**src/rtl/mem_bus_arbiter.sv**
```systemverilog
// rtl/mem_bus_arbiter.sv - data_mem arbiter: core priority, starvation-forced ext bursts.
// Optional MEM_ARB_PERF_CNT_EN builds the hold/wait performance counters.
module mem_bus_arbiter #(
    parameter int ADDR_W        = 32,
    parameter int DATA_W        = 32,
    parameter int STARVE_MAX    = 4,
    parameter int EXT_BURST_MAX = 8
) (
    input  logic              clk,
    input  logic              rst,
    input  logic              core_req_i,
    input  logic              core_we_i,
    input  logic [ADDR_W-1:0] core_addr_i,
    input  logic [DATA_W-1:0] core_wdata_i,
    output logic [DATA_W-1:0] core_rdata_o,
    output logic              core_hold_o,
    input  logic              ext_req_i,
    input  logic              ext_we_i,
    input  logic [ADDR_W-1:0] ext_addr_i,
    input  logic [DATA_W-1:0] ext_wdata_i,
    output logic              ext_gnt_o,
    output logic              ext_rvalid_o,
    output logic [DATA_W-1:0] ext_rdata_o,
    output logic              mem_req_o,
    output logic              mem_we_o,
    output logic [ADDR_W-1:0] mem_waddr_o,
    output logic [ADDR_W-1:0] mem_raddr_o,
    output logic [DATA_W-1:0] mem_wdata_o,
    input  logic [DATA_W-1:0] mem_rdata_i,
    output logic [31:0]       perf_hold_cnt_o,
    output logic [31:0]       perf_wait_cnt_o
);

    localparam int SW = $clog2(STARVE_MAX + 1);
    localparam int BW = $clog2(EXT_BURST_MAX + 1);

    typedef enum logic {S_CORE, S_EXT} state_t;

    state_t          state_q, state_d;
    logic [SW-1:0]   starve_cnt_q, starve_cnt_d;
    logic [BW-1:0]   burst_cnt_q, burst_cnt_d;
    logic            ext_rvalid_q, ext_rvalid_d;
    logic [DATA_W-1:0] ext_rdata_q, ext_rdata_d;
    logic            core_own, ext_own;

    always_ff @(posedge clk or negedge rst) begin
        if (!rst) begin
            state_q      <= S_CORE;
            starve_cnt_q <= '0;
            burst_cnt_q  <= '0;
            ext_rvalid_q <= 1'b0;
            ext_rdata_q  <= '0;
        end else begin
            state_q      <= state_d;
            starve_cnt_q <= starve_cnt_d;
            burst_cnt_q  <= burst_cnt_d;
            ext_rvalid_q <= ext_rvalid_d;
            ext_rdata_q  <= ext_rdata_d;
        end
    end

    always_comb begin
        state_d      = state_q;
        starve_cnt_d = starve_cnt_q;
        burst_cnt_d  = burst_cnt_q;
        case (state_q)
            S_CORE: begin
                burst_cnt_d = '0;
                if (ext_req_i && core_req_i) begin
                    if (starve_cnt_q == SW'(STARVE_MAX - 1)) begin
                        state_d      = S_EXT;
                        starve_cnt_d = '0;
                    end else begin
                        starve_cnt_d = starve_cnt_q + 1'b1;
                    end
                end else begin
                    starve_cnt_d = '0;
                end
            end
            default: begin
                starve_cnt_d = '0;
                // The grant that would bring the count to EXT_BURST_MAX ends the burst.
                if (!ext_req_i || burst_cnt_q == BW'(EXT_BURST_MAX - 1)) begin
                    state_d     = S_CORE;
                    burst_cnt_d = '0;
                end else begin
                    burst_cnt_d = burst_cnt_q + 1'b1;
                end
            end
        endcase
    end

    // Ownership is forced to none while reset is asserted so the memory sees no access.
    always_comb begin
        core_own     = 1'b0;
        ext_own      = 1'b0;
        core_hold_o  = (state_q == S_EXT);
        if (rst) begin
            if (state_q == S_CORE) begin
                core_own = core_req_i;
                ext_own  = !core_req_i && ext_req_i;
            end else begin
                ext_own  = ext_req_i;
            end
        end
        ext_gnt_o    = ext_own;
        mem_req_o    = core_own || ext_own;
        mem_we_o     = 1'b0;
        mem_waddr_o  = '0;
        mem_raddr_o  = '0;
        mem_wdata_o  = '0;
        core_rdata_o = '0;
        if (core_own) begin
            mem_we_o     = core_we_i;
            mem_waddr_o  = core_addr_i;
            mem_raddr_o  = core_addr_i;
            mem_wdata_o  = core_wdata_i;
            core_rdata_o = core_we_i ? '0 : mem_rdata_i;
        end else if (ext_own) begin
            mem_we_o     = ext_we_i;
            mem_waddr_o  = ext_addr_i;
            mem_raddr_o  = ext_addr_i;
            mem_wdata_o  = ext_wdata_i;
        end
    end

    always_comb begin
        ext_rvalid_d = ext_own && !ext_we_i;
        ext_rdata_d  = ext_rvalid_d ? mem_rdata_i : ext_rdata_q;
    end

    assign ext_rvalid_o = ext_rvalid_q;
    assign ext_rdata_o  = ext_rdata_q;

`ifdef MEM_ARB_PERF_CNT_EN
    logic [31:0] perf_hold_q, perf_hold_d;
    logic [31:0] perf_wait_q, perf_wait_d;

    always_comb begin
        perf_hold_d = perf_hold_q;
        perf_wait_d = perf_wait_q;
        if (core_hold_o && perf_hold_q != 32'hFFFF_FFFF)
            perf_hold_d = perf_hold_q + 32'd1;
        if (ext_req_i && !ext_gnt_o && perf_wait_q != 32'hFFFF_FFFF)
            perf_wait_d = perf_wait_q + 32'd1;
    end

    always_ff @(posedge clk or negedge rst) begin
        if (!rst) begin
            perf_hold_q <= '0;
            perf_wait_q <= '0;
        end else begin
            perf_hold_q <= perf_hold_d;
            perf_wait_q <= perf_wait_d;
        end
    end

    assign perf_hold_cnt_o = perf_hold_q;
    assign perf_wait_cnt_o = perf_wait_q;
`else
    assign perf_hold_cnt_o = 32'h0;
    assign perf_wait_cnt_o = 32'h0;
`endif

endmodule

```
**config.mk**
```make
export PLATFORM = sky130hd
export DESIGN_NAME = mem_bus_arbiter
export DESIGN_NICKNAME = d
export VERILOG_FILES = /design/src/rtl/mem_bus_arbiter.sv
export SDC_FILE = /design/constraint.sdc
export NUM_CORES = 1
export LEC_CHECK = 0
export BUFFER_PORTS_ARGS = -buffer_cell sky130_fd_sc_hd__clkbuf_2
export CAP_MARGIN = 20
export CORE_AREA = 3 3 153 155
export DETAILED_ROUTE_END_ITERATION = 12
export DIE_AREA = 0 0 156 158
export GPL_ROUTABILITY_DRIVEN = 0
export PLACE_DENSITY_LB_ADDON = 0.25
export SLEW_MARGIN = 20
export SYNTH_ARGS = -nofsm -noshare
export SYNTH_HDL_FRONTEND = slang
export SYNTH_SLANG_ARGS = --single-unit
```
**constraint.sdc**
```tcl
create_clock -name clk -period 2.2 [get_ports clk]
set_input_delay 0.55 -clock clk [delete_from_list [all_inputs] [get_ports clk]]
set_output_delay 0.55 -clock clk [all_outputs]
set_load 0.05 [all_outputs]
```
# After elaboration in Yosys (flattened, before gate mapping)
# Index checks and enable logic that the tools add are counted.
[word_totals] input_bits=166 register_bits=41 elab_cells=38 output_inout_bits=229
[classes] muxes=21 addsub=2 reduce_logical=8 eq_ne=2
[op_table] operator="32-bit 2-to-1 mux" count=6
[op_table] operator="1-bit 2-to-1 mux" count=10
[op_table] operator="3-bit 2-to-1 mux" count=3
[op_table] operator="4-bit 2-to-1 mux" count=2
[op_table] operator="4-bit by 1-bit adder with 4-bit output, second input constant" count=1
[op_table] operator="4-bit by 3-bit == test with 1-bit output, second input constant" count=1
[op_table] operator="3-bit by 1-bit adder with 3-bit output, second input constant" count=1
[op_table] operator="3-bit by 2-bit == test with 1-bit output, second input constant" count=1
[op_table] operator="1-bit logical AND" count=3
[op_table] operator="1-bit zero test" count=3
[op_table] operator="1-bit logical OR" count=2

# Longest topological paths before layout
[depth] word_depth=6 mapped_depth=6 mapped_depth_nobuf=4

# Worst setup path after synthesis
# No wires, ideal clock.
[synth_path] path_kind="register -> output" startpoint="register state_q (netlist: core_hold_o)" endpoint="output mem_waddr_o[13]" stages_incl_launch_ff=7 path_buffers=3 required_ns=1.650 t_arrival_ns=2.032 slack_ns=-0.382 path_cell_list="dfrtp_1 > nor2b_2 > nor2_1 > buf_4 > buf_6 > a22o_1 > buf_4"
[synth_between] elab_chain_len=4 word_cells_on_any_way=6 cone_classes="mux: 6"
[synth_rtl] element="start, declared" line_no="39" source="state_t state_q, state_d;"
[synth_rtl] element="start signal, assigned" line_no="54" source="state_q <= state_d;"
[synth_rtl] element="1-bit 2-to-1 mux" line_no="99" source="if (state_q == S_CORE) begin"
[synth_rtl] element="1-bit 2-to-1 mux" line_no="98" source="if (rst) begin"
[synth_rtl] element="32-bit 2-to-1 mux"
[synth_rtl] element="32-bit 2-to-1 mux *"
[synth_rtl] element="end, declared" line_no="26" source="output logic [ADDR_W-1:0] mem_waddr_o,"
# Mark *: on every way between the ends. The rest lies on a longest branch, timed or not.

# Worst setup path in the final report
[layout_path] startpoint="register state_q (netlist: core_hold_o)" endpoint="output mem_waddr_o[30]"
[layout_between] elab_chain_len=4 word_cells_on_any_way=6 cone_classes="mux: 6"
[layout_rtl] element="1-bit 2-to-1 mux" line_no="99"
[layout_rtl] element="1-bit 2-to-1 mux" line_no="98"
[layout_rtl] element="32-bit 2-to-1 mux" line_no="119" source="end else if (ext_own) begin"
[layout_rtl] element="32-bit 2-to-1 mux *" line_no="113" source="if (core_own) begin"
# Marks and branches as above.

==> results.yml <==
sta:
  slew_viol_final: 0
  rsz0062_at_grt: "yes"
  fmax_mhz: 438
  hold_violations: 0
  fin_ws_ps: -82.8
  setup_tns_ps: -3040
  finalSetupViolations: 92
  fin_crit_ps: 2280
  hold_slack_ps: 342
  fin_worst_skew_ps: 5.61
  finalCritPeriodShare_pct: 104
routing:
  antenna_left: 0
  maxUsedRoutingLayer: "met4"
  vias_per_cell: 3.71
  met2_length_um: 8050
  routed_wirelength_um: 15000
  drc_errors: 0
  via_count: 3384
  dr.first_iter.drc_count: 52
  met1_length_um: 5290
  firstDrtPassIters: 4
  wl_per_cell_um: 16.4
  met3_length_um: 1540
clock_network:
  cts_max_level: 2
  hold_buffers: 0
  numCtsBuffers: 5
  clkTransAtPathRegs_ps: 60
  cts-root-buf: "clkbuf_16"
  clock_latency_ps: 280
  numClockSinks: 41
  clock_path_buffers: 2
  cts_tree: "yes"
floorplanning:
  std_cell_rows: 54
  ios: 395
  dieArea_sq_um: 24600
  die_w_um: 156
  initial_core_util_pct: 14.6
  core-area_sq_um: 22000
  die_y_um: 158
final_layout:
  syn2layout_area_growth_pct: 133
  layout_common_cells: "clkbuf_2 (200), buf_12 (85), conb_1 (64)"
  final_layout_size_suffix_gt1_share_pct: 78.2
  fin_area_sq_um: 7430
  fin_nets: 799
  final_common_cell: "clkbuf_2"
  post-route-util_pct: 33.9
  instances_no_fill: 912
  antenna_cells: 0
flow_run:
  cap_violations: 0
setup_path:
  cp_cell_sequence: "and3b_2 -> buf_12 -> a22o_2 -> buf_4 -> buf_12"
  startpoint: "core_hold_o$_DFF_PN0_"
  end_kind: "primary output"
  worstPathArrival_ps: 1730
  critPathRequiredTime_ps: 1650
  worstReg2RegStart: "core_hold_o$_DFF_PN0_"
  critPathMaxStageDelay_ps: 440
  critPathKind: "flop to primary output"
  cpMaxStageDelayCell: "dfrtp_2"
  crit_top_cell: "buf_12"
  path_max_fanout: 31
  start_kind: "flop"
global_routing:
  grt_pass1_vias: 3423
  grt_pass1_wl_um: 19700
  overflow: 0
  grt_use_total_pct: 10.2
  grt_max_degree: 43
  antenna_found_initial: 0
yosys:
  ys_seq_elements: 41
  postSynthCellCount: 313
  yosysWarnings: 0
  synth.area.mux_share_pct: 11.3
  synth-compound-area-share_pct: 18.2
  synthSimpleGateAreaFrac_pct: 9.90
  syn_area_per_cell_sq_um: 10.2
  synth_top_family_by_area: "buffers and inverters"
  synth_cell_types: 25
  syn_area_sq_um: 3200
  yosysSeqAreaShare_pct: 32.1
  synth-xor-area-share_pct: 0.548
  synthAdderAreaFrac_pct: 0.783
power:
  finalPower_mw: 4.42
  p_leak_nw: 3.76
  power.density_nw_per_um2: 595
  vdd_drop_max_mv: 0.560
min_path:
  hold_class: "primary input to asynchronous set/reset pin"
placement:
  io_buffers: 330
  dp_hpwl_um: 11600
  placed_cell_area_sq_um: 6100
  pre_cts_slack_ps: -145
  dp_cells: 891
status:
  violations: "negative setup slack"
  status: "finished, violations left"
==> sequential cells by signal (all words and copies together) (netlist names) <==
signal / flops
burst_cnt_q: 4
core_hold_o: 1
ext_rdata_o: 32
ext_rvalid_o: 1
starve_cnt_q: 3
==> cell families (layout without fill, tap and decap cells) <==
logic type | after synthesis | after routing
buffers and inverters | 117 | 373
AO/OA/AOI/OAI | 67 | 67
AND/OR/NAND/NOR | 51 | 51
flip-flops | 41 | 41
multiplexers | 32 | 32
adder cells (fa/ha/maj) | 2 | 2
XOR/XNOR | 2 | 2
other | 1 | 64
==> critical path, delay by kind of cell (launching register included) <==
kind            cells  cell delay, ps
simple gates        1             300
buf+inv             3             450
flops               1             440
compound gates      1             200
==> metal layers <==
layer | global-route usage [%] | vias up
met5 | 0 | -
met2 | 18.6 | 204
met3 | 3.69 | 7
li1 | - | 1588
met1 | 11.4 | 1585
met4 | 2.27 | 0
==> worst paths after layout <==
check	endpoint	cells past startpoint	slack (ps)
worst max-delay path	mem_waddr_o[30]	5	-80
worst min-delay path	ext_rdata_o[12]$_DFFE_PN0P_	2	340
worst max register to register	ext_rdata_o[5]$_DFFE_PN0P_	5	660
worst min register to register	starve_cnt_q[0]$_DFF_PN0_	1	460
max in group asynchronous	core_hold_o$_DFF_PN0_	2	1540
min in group clk	starve_cnt_q[0]$_DFF_PN0_	1	460
==> cell usage after synthesis <==
| cell | count | share of area [%] |
|---|---|---|
| mux2_2 | 32 | 11 |
| dfrtp_1 | 41 | 32 |
| nor3_4 | 1 | 0.51 |
| nand2_1 | 5 | 0.59 |
| o211ai_1 | 1 | 0.23 |
| xor2_1 | 2 | 0.55 |
| inv_1 | 1 | 0.12 |
| nand2b_1 | 1 | 0.20 |
| nor2b_2 | 1 | 0.27 |
| and2_1 | 32 | 6.3 |
| nor2_1 | 4 | 0.47 |
| clkbuf_1 | 4 | 0.47 |
| buf_4 | 97 | 23 |
| buf_6 | 7 | 2.5 |
| nand3_1 | 1 | 0.16 |
| ha_1 | 2 | 0.78 |
| conb_1 | 1 | 0.12 |
| buf_2 | 8 | 1.3 |
| and3b_1 | 1 | 0.27 |
| o21ai_0 | 1 | 0.16 |
| and3_1 | 1 | 0.20 |
| and4_1 | 1 | 0.27 |
| nor3b_1 | 2 | 0.47 |
| a22o_1 | 65 | 18 |
| and2b_1 | 1 | 0.23 |
==> power by group <==
part           leakage [nW]  switching [mW]  internal [mW]
clock                0.0938           0.305          0.648
combinational          3.16            1.61          0.903
sequential            0.507          0.0696          0.889
==> repair_timing <==
item | in CTS | in global routing
gates resized for setup | 145 | 87
gates cloned | 1 | 4
pin swaps | 8 | 23
setup buffers | 3 | 6
setup endpoints to repair | 130 | 129
==> final cells by class <==
cell class	count	area [sq um]
fill	2155	14500
sequential	41	1030
inverter	1	3.75
multi-input combinational	218	2030
timing repair buffer	364	3830
clock inverter	3	65.1
tap	280	350
clock buffer	5	125
No activity file was read; power rests on OpenSTA's default activity.
